**config.mk**
```make
export PLATFORM = sky130hd
export DESIGN_NAME = xb_packer
export DESIGN_NICKNAME = d
export VERILOG_FILES = /design/src/rtl/xb_packer.sv
export SDC_FILE = /design/constraint.sdc
export NUM_CORES = 1
export LEC_CHECK = 0
export BUFFER_PORTS_ARGS = -buffer_cell sky130_fd_sc_hd__clkbuf_2
export CAP_MARGIN = 10
export CELL_PAD_IN_SITES_DETAIL_PLACEMENT = 1
export CELL_PAD_IN_SITES_GLOBAL_PLACEMENT = 2
export CORE_ASPECT_RATIO = 1.75
export CORE_MARGIN = 2
export CORE_UTILIZATION = 44
export CTS_BUF_LIST = sky130_fd_sc_hd__clkbuf_16
export CTS_CLUSTER_SIZE = 12
export DETAILED_ROUTE_END_ITERATION = 7
export PLACE_DENSITY_LB_ADDON = 0.05
export SYNTH_ARGS = -nofsm -noshare
export SYNTH_HDL_FRONTEND = slang
export SYNTH_SLANG_ARGS = --single-unit
```
**constraint.sdc**
```tcl
create_clock -name CLK -period 6.5 [get_ports CLK]
set_input_delay 0.325 -clock CLK [delete_from_list [all_inputs] [get_ports CLK]]
set_output_delay 0.325 -clock CLK [all_outputs]
set_load 0.01 [all_outputs]
```
**src/rtl/xb_packer.sv**
```systemverilog
// xb_packer: packs 3-byte camera samples into 32-bit host-link words.
// Optional trailer/sample counter: define XB_PACKER_STATS_EN.
module xb_packer #(
  parameter int DELAY         = 1,
  parameter int XB_SIZE       = 32,
  parameter int N_CAM         = 3,
  parameter int COMPRESS_SIZE = 8,
  parameter int FIFO_AW       = 4
) (
  input  logic               CLK,
  input  logic               RESET,
  input  logic               in_valid,
  input  logic [XB_SIZE-1:0] in_data,
  input  logic               xb_full,
  output logic               xb_wren,
  output logic [XB_SIZE-1:0] xb_data,
  output logic               overflow,
  output logic [15:0]        drop_count,
  output logic               frame_active
);

  localparam int DEPTH = 1 << FIFO_AW;
  localparam int SW    = N_CAM * COMPRESS_SIZE;
  localparam logic [FIFO_AW:0] DEPTH_W =
    (FIFO_AW+1)'(DEPTH);
  localparam int unused_delay = DELAY;

  typedef logic [XB_SIZE-1:0] word_t;

  logic               vin_q;
  word_t              din_q;
  logic [1:0]         phase_q;
  logic [SW-1:0]      res_q;
  word_t              mem_q [DEPTH];
  logic [FIFO_AW-1:0] wr_q;
  logic [FIFO_AW-1:0] rd_q;
  logic [FIFO_AW:0]   cnt_q;
  logic               ovf_q;
  logic [15:0]        drop_q;
  logic               active_q;

  logic          is_sof;
  logic          is_smp;
  logic [SW-1:0] pay;
  logic          has_flush;
  logic          has_trl;
  word_t         trl_w;
  word_t         flush_w;

  assign is_sof    = din_q[31:30] == 2'b01;
  assign is_smp    = din_q[31:30] == 2'b00;
  assign pay       = din_q[SW-1:0];
  assign has_flush = phase_q != 2'd0;
  assign flush_w   = {8'h00, res_q};

  // Sample path: phase is the number of residue bytes held
  word_t         smp_w;
  logic          smp_n;
  logic [1:0]    smp_phase;
  logic [SW-1:0] smp_res;

  always_comb begin
    smp_w     = '0;
    smp_n     = 1'b1;
    smp_phase = 2'd0;
    smp_res   = '0;
    unique case (phase_q)
      2'd0: begin
        smp_n     = 1'b0;
        smp_phase = 2'd3;
        smp_res   = pay;
      end
      2'd3: begin
        smp_w     = {pay[7:0], res_q};
        smp_phase = 2'd2;
        smp_res   = {8'h00, pay[23:8]};
      end
      2'd2: begin
        smp_w     = {pay[15:0], res_q[15:0]};
        smp_phase = 2'd1;
        smp_res   = {16'h0000, pay[23:16]};
      end
      default: begin
        smp_w     = {pay, res_q[7:0]};
      end
    endcase
  end

  word_t         w0;
  word_t         w1;
  logic [1:0]    need;
  logic [1:0]    phase_d;
  logic [SW-1:0] res_d;

  always_comb begin
    w0      = din_q;
    w1      = din_q;
    need    = 2'd0;
    phase_d = phase_q;
    res_d   = res_q;
    unique case (1'b1)
      is_sof: begin
        if (has_flush) begin
          w0 = flush_w;
          w1 = has_trl ? trl_w : din_q;
        end else if (has_trl) begin
          w0 = trl_w;
        end
        need = 2'd1 + {1'b0, has_flush}
                    + {1'b0, has_trl};
        phase_d = 2'd0;
        res_d   = '0;
      end
      default: begin
        w0      = smp_w;
        need    = {1'b0, smp_n};
        phase_d = smp_phase;
        res_d   = smp_res;
      end
    endcase
  end

  logic [FIFO_AW:0] free_w;
  logic [FIFO_AW:0] push_w;
  logic [FIFO_AW:0] pop_w;
  logic [FIFO_AW:0] cnt_d;
  logic             take;
  logic             fits;
  logic             accept;
  logic             drop;

  assign free_w = DEPTH_W - cnt_q;
  assign take   = vin_q && (is_sof || is_smp);
  assign fits   = (FIFO_AW+1)'(need) <= free_w;
  assign accept = take && fits;
  assign drop   = take && !fits;
  assign push_w = accept ? (FIFO_AW+1)'(need) : '0;
  assign pop_w  = (FIFO_AW+1)'(xb_wren);
  assign cnt_d  = cnt_q + push_w - pop_w;

  assign xb_wren      = (cnt_q != '0) && !xb_full;
  assign xb_data      = mem_q[rd_q];
  assign overflow     = ovf_q;
  assign drop_count   = drop_q;
  assign frame_active = active_q;

`ifdef XB_PACKER_STATS_EN
  logic [19:0] scnt_q;

  assign has_trl = active_q;
  assign trl_w   = {2'b10, 10'h000, scnt_q};

  always_ff @(posedge CLK or posedge RESET) begin
    if (RESET) begin
      scnt_q <= '0;
    end else if (accept) begin
      if (is_sof) scnt_q <= '0;
      else        scnt_q <= scnt_q + 20'd1;
    end
  end
`else
  assign has_trl = 1'b0;
  assign trl_w   = '0;
`endif

  // Storage has no reset; pointers define what is valid
  always_ff @(posedge CLK) begin
    if (accept) begin
      if (need >= 2'd1) mem_q[wr_q] <= w0;
      if (need >= 2'd2)
        mem_q[wr_q + FIFO_AW'(1)] <= w1;
`ifdef XB_PACKER_STATS_EN
      if (need == 2'd3)
        mem_q[wr_q + FIFO_AW'(2)] <= din_q;
`endif
    end
  end

  always_ff @(posedge CLK or posedge RESET) begin
    if (RESET) begin
      vin_q    <= 1'b0;
      din_q    <= '0;
      phase_q  <= 2'd0;
      res_q    <= '0;
      wr_q     <= '0;
      rd_q     <= '0;
      cnt_q    <= '0;
      ovf_q    <= 1'b0;
      drop_q   <= '0;
      active_q <= 1'b0;
    end else begin
      vin_q <= in_valid;
      din_q <= in_data;
      cnt_q <= cnt_d;
      if (accept) begin
        phase_q <= phase_d;
        res_q   <= res_d;
        wr_q    <= wr_q + FIFO_AW'(need);
        if (is_sof) active_q <= 1'b1;
      end
      if (xb_wren) rd_q <= rd_q + FIFO_AW'(1);
      if (drop) begin
        ovf_q <= 1'b1;
        if (drop_q != 16'hFFFF)
          drop_q <= drop_q + 16'd1;
      end
    end
  end

endmodule

```
==> metrics.txt, run 1 <==
result of the run=completed; CTS Buffer Depth=3; Layout Nets=2445; area share of the leading cell type in the synthesized netlist=52.68%; Fillers=6734; Max VDD drop=0.4228 mV; Top Ports=87; Synth async-reset ratio=14.95%; CP Launch Type=flop; via count=20110; GR Overflow Total=0; Critical Path Source=din_q[31]; final cell count without fillers=3316; FF/Latch Area=17640 um^2; worst rel slew slack=19.50%; post-cts resize count=0; Die Ht=344.7 um; Ys Warns=0; dpl ws=2.161 ns; Seq/Total Area, Yosys=60.40%; Mapped Area=29180 um^2; Synth Flop Type=edfxtp_1; Layout area overhead=13.27%; antenna violations before repair=0; final setup TNS=0 ns; final setup fails=0; Setup crit end=cnt_q[4]; die width=198.7 um; Post-synth EDFFs=512; Pleak=11.90 nW; RSZ-0062 raised after global routing=no; worst r2r src=din_q[31]; Max-cap violations=0; pin count of the biggest net entering global routing=86; Final Instance Area=33060 um^2; htree depth=2; Tot Pwr=14.03 mW; Final WS setup=2.156 ns; Final HPWL DP=63.60 mm; Slew Limit Fails=0; ranking of synthesized cells by area=edfxtp_1, mux4_2, dfrtp_1, a21oi_1, nor2_1; post-layout util=50.49%; Worst EP arrival=4.87 ns; R2R depth=20; Post-CTS Setup Bufs=0; Syn Area/Cell=12.47 um^2; starting density of the core=44.57%; Iteration-0 DRC Markers=1652; drt via density=6.064; GRT Util Overall=30.01%; ratio of cells with drive above 1 in the final layout=20.19%; WL per Instance=30.00 um; R2R setup slack=2.16 ns; syn_nets=2399; Placed Instance Area=30970 um^2; cells after synthesis=2341; clock skew=0.02016 ns; clock-pin slew on the worst setup and hold paths=0.07 ns; pwr dens=424.4 nW/um^2; area of the core=65470 um^2; min Tclk post-route=4.344 ns; clock sinks=602; final period utilization=66.83%; area of the die=68490 um^2; multi-input logic area=10760 um^2; Worst Tran Pin Value=1.202 ns; 1st-pass router iterations=5; wirelength, routed=99.48 mm; Worst Path Max Fanout=21; Setup crit end kind=flop; Post-Place Cells=3173; Achievable Freq=230.2 MHz; row count=124; drt drc=0; TritonCTS buffer count=59; first-pass GRT wire length=147.2 mm; latest clock arrival within the worst-skew pair=0.65 ns; Critical R2R Capture=cnt_q[4]; Yosys reg bits=602; Yosys cell types=59; post-route ant nets=0; final hold viol count=0; Clock Tree Root=clkbuf_16; number of global-route vias before repair=21380; Crit path required time=7.02 ns; Hold WC Path Type=in -> reg; dominant cell type by area after synthesis=edfxtp_1; Hold WS=0.1593 ns; PortBufs=86; CTS tree=done; critical path type=reg -> reg; GPL Wtd Cong=0.8221
## Yosys cell counts (2+ instances only)
master	instances
nand3_1	21
a222oi_1	16
o31ai_1	16
xor2_1	3
a21o_1	6
nor4bb_1	2
o21ai_1	2
mux2i_1	25
nor2b_1	6
buf_4	2
ha_1	20
a211oi_1	30
dfrtp_1	90
inv_1	25
nand2_1	267
nor4_1	4
and2_1	6
or3_1	3
fa_1	2
and3_1	7
a21oi_1	274
o21ai_0	199
a31oi_1	6
nand2b_1	7
nor3_1	9
buf_1	15
xnor2_1	18
nand4_1	6
edfxtp_1	512
mux4_2	160
buf_2	60
nor2_1	281
o211ai_1	4
a221oi_1	8
a211o_1	2
a22oi_1	24
buf_6	2
o211ai_2	8
mux2_2	5
o211a_1	2
clkbuf_1	168
## report_power, final
| group | switching, mW | total, mW | leakage, nW | internal (mW) |
|---|---|---|---|---|
| sequential | 0.354 | 5.34 | 5.82 | 4.98 |
| combinational | 3.29 | 5.49 | 5.11 | 2.20 |
| clock | 1.50 | 3.20 | 0.970 | 1.70 |
| total | 5.14 | 14.0 | 11.9 | 8.89 |
## timing repair
| item | CTS | global route |
|---|---|---|
| hold buffers | 34 | 0 |
| setup endpoints to repair | 0 | 0 |
| hold endpoints to repair | 54 | 0 |
## kinds of logic (layout without fill, tap and decap cells)
kind of cell	Yosys count	after routing	synth area share [%]
AO/OA/AOI/OAI	603	603	11.82
AND/OR/NAND/NOR	628	628	8.845
multiplexers	191	191	13.45
adder cells (fa/ha/maj)	22	22	0.9946
other	0	2	0
buffers and inverters	274	365	3.858
flip-flops	602	602	60.40
XOR/XNOR	21	21	0.6302
## per-layer routing
metal	global-route usage, %	routed length [um]
met3	3.647	4316
met4	12.08	4310
met2	56.41	54650
met5	0	0
met1	34.33	36200
## sequential cells by signal (all words and copies together) (netlist names), 2 cells and up
| signal | flops |
|---|---|
| res_q | 24 |
| phase_q | 2 |
| wr_q | 4 |
| cnt_q | 5 |
| drop_count | 16 |
| rd_q | 4 |
| mem_q | 512 |
| din_q | 32 |
## cells in the final DEF, fill, tap and decap left out, types with 19 or more instances in the layout
cell type,n
nand3_1,21
edfxtp_1,512
ha_1,19
a211oi_1,22
dfrtp_1,86
dlygate4sd3_1,34
mux2i_1,24
buf_4,104
inv_1,57
nor2_1,276
nand2_1,267
mux4_2,160
clkbuf_16,62
a22oi_1,23
clkbuf_2,86
a21oi_1,269
o21ai_0,196
## worst min-delay path by stage
| stage | cells past startpoint | slack, ns | end | from |
|---|---|---|---|---|
| finish | 3 | 0.16 | rd_q[0] | xb_full |
| global route | 3 | 0.15 | rd_q[0] | xb_full |
| CTS | 3 | 0.14 | rd_q[0] | xb_full |
| detailed placement | 2 | 0.34 | drop_count[5] | RESET |
| global placement | 2 | 0.34 | drop_count[5] | RESET |
| floorplan | 0 | 0.36 | din_q[0] | in_data[0] |
## critical path: stages, from the launching register on
cell and delay, ns:
dfrtp_1 0.50, nor2b_4 0.17, inv_2 0.04, ha_1 0.32
inv_1 0.05, ha_1 0.26, a2bb2oi_1 0.18, o211a_1 0.76
a21oi_2 0.25, buf_4 0.25, nand2_1 0.08, ha_1 0.22
inv_1 0.06, ha_1 0.16, inv_1 0.06, fa_1 0.46
inv_1 0.07, a21oi_1 0.06, nor2_1 0.09, nor2_1 0.06
xnor2_1 0.11
## area by class of cell
class / instances / area share (%)
Sequential cell: 602 / 53.35
Multi-Input combinational cell: 1465 / 32.55
Timing Repair Buffer: 232 / 5.178
Clock buffer: 62 / 4.693
Tap cell: 882 / 3.338
Clock inverter: 44 / 0.5564
Inverter: 27 / 0.3142
Antenna cell: 2 / 0.01514
(Power assumes the default switching activity.)
==> run 2: changes to the inputs <==
Settings changed: CORE_UTILIZATION 44 to 40.
Clock period 6.5 ns to 3.9 ns, I/O delays scaled along.
==> metrics.txt, run 2 (synthesized netlist as in run 1, its figures left out) <==
result of the run=completed; Crit path required time=3.70 ns; die width=208.2 um; final setup fails=0; final setup TNS=0 ns; Fillers=7477; crit-path cells=buf_4, mux4_2, mux4_2, clkbuf_2; CTS Buffer Depth=3; grt peak-use layer=met2; Combinational Power Share=40.1%; clock network fraction of total power=22.3%; grt met2 use=55.39%; latest clock arrival within the worst-skew pair=0.67 ns; final period utilization=91.46%; WL per Instance=31.89 um; Max VDD drop=0.5908 mV; Layout Nets=2490; commonest cells after routing, fill and taps aside=edfxtp_1, nor2_1, a21oi_1; post-layout util=46.38%; Worst Tran Pin Value=1.445 ns; Post-Place Cells=3262; GR Overflow Total=0; via count=20500; biggest regs=mem_q (512), din_q (32), res_q (24); area of the die=75220 um^2; drt drc=0; Worst EP arrival=3.37 ns; number of global-route vias before repair=21960; met3 GRT Util=2.890%; CP peak stage delay=0.94 ns; row count=131; Final HPWL DP=68.69 mm; Layout area overhead=15.40%; GPL Wtd Cong=0.8645; PortBufs=86; htree depth=2; Hold WC Path Type=in -> reg; n_diodes=0; drt via density=6.010; clock skew=0.03528 ns; max reg flops=512; pwr dens=713.8 nW/um^2; clock sinks=602; Placed Instance Area=31560 um^2; Top Ports=87; final hold viol count=0; Slew Limit Fails=0; worst rel slew slack=3.647%; GRT Util Overall=29.28%; starting density of the core=40.19%; critical path type=reg -> out; Pleak=12.18 nW; most frequent cell on the critical path=mux4_2; final cell count without fillers=3411; Worst Path Max Fanout=30; Pint=15.01 mW; first-pass GRT wire length=157.4 mm; sw frac=37.57%; post-route ant nets=0; most common cell after layout, fill and taps aside=edfxtp_1; GRT met1 Usage=33.08%; sequential share of power=37.6%; Max-cap violations=0; pin count of the biggest net entering global routing=74; Achievable Freq=280.4 MHz; Clock Tree Root=clkbuf_16; Sw Pwr=9.032 mW; CTS tree=done; 1st-pass router iterations=7; Final Instance Area=33680 um^2; ratio of cells with drive above 1 in the final layout=21.49%; antenna violations before repair=0; wirelength, routed=108.8 mm; TritonCTS buffer count=60; CP Launch Type=flop; Hold WS=0.1716 ns; min Tclk post-route=3.567 ns; RSZ-0062 raised after global routing=no; Most flops, register=mem_q; Die Ht=361.3 um; Setup crit end kind=primary output; clock-pin slew on the worst setup and hold paths=0.06 ns; area of the core=72610 um^2; Iteration-0 DRC Markers=1772; CP max-delay cell=dfrtp_4
-- run 2: cell types whose count changed in the layout (fill, tap and decap cells not counted), sizes merged --
cell,before,now
buf,112,154
diode,2,0
clkbuf,148,147
inv,60,57
clkinv,11,20
dlygate4sd3,34,35
-- run 2: path summary, 6_finish.rpt --
path                                 endpoint         from  slack, ns  cells after the start
max in group asynchronous           res_q[22]        RESET       2.57                      4
min in group asynchronous       drop_count[6]        RESET       0.32                      3
worst min-delay path                din_q[29]  in_data[29]       0.17                      2
worst min register to register       overflow     overflow       0.47                      1
worst max register to register   mem_q[13][5]   phase_q[0]       0.46                     10
worst max-delay path              xb_data[31]      rd_q[0]       0.33                      4
-- run 2: layout make-up --
cell class / instances / area, um^2 / share of cell area (%)
repair buffers: 276 / 2245 / 6.665
well taps: 931 / 1165 / 3.459
multi-input cells: 1465 / 10790 / 32.04
inverters: 27 / 103.9 / 0.3084
flip-flops and latches: 602 / 17640 / 52.38
clock buffers: 60 / 1501 / 4.458
clock inverters: 50 / 231.5 / 0.6873
-- run 2: layer usage --
layer	vias to the layer above	routed length (um)
li1	8913	-
met1	10710	39770
met2	669	59360
met3	209	4337
met4	0	5318
met5	-	0
-- run 2: critical path, delay by kind of cell, from the launching register on --
kind / cells / cell delay (ns)
buf+inv: 2 / 0.58
flops: 1 / 0.94
mux: 2 / 1.13
-- run 2: power groups by stage --
stage / Combinational [mW] / Clock [mW] / Sequential, mW
final: 9.64 / 5.37 / 9.03
after global routing: 10.4 / 5.69 / 9.09
after CTS: 9.72 / 5.49 / 9.04
after detailed placement: 9.66 / 0 / 9.18
after global placement: 9.43 / 0 / 9.14
after floorplan: 6.20 / 0 / 8.59
-- run 2: timing repair --
item	CTS	global route
hold buffers	35	0
resized for setup	0	0
endpoints found under the hold margin	108	0
buffers inserted	0	0
setup endpoints to repair	0	0
-- run 2: per-stage QoR --
stage / total power [mW] / setup WS (ns)
after floorplan: 14.79 / -0.5994
after global placement: 18.57 / 0.1507
after detailed placement: 18.84 / 0.007504
after CTS: 24.25 / 0.04089
after global routing: 25.18 / 0.2003
final: 24.04 / 0.3332
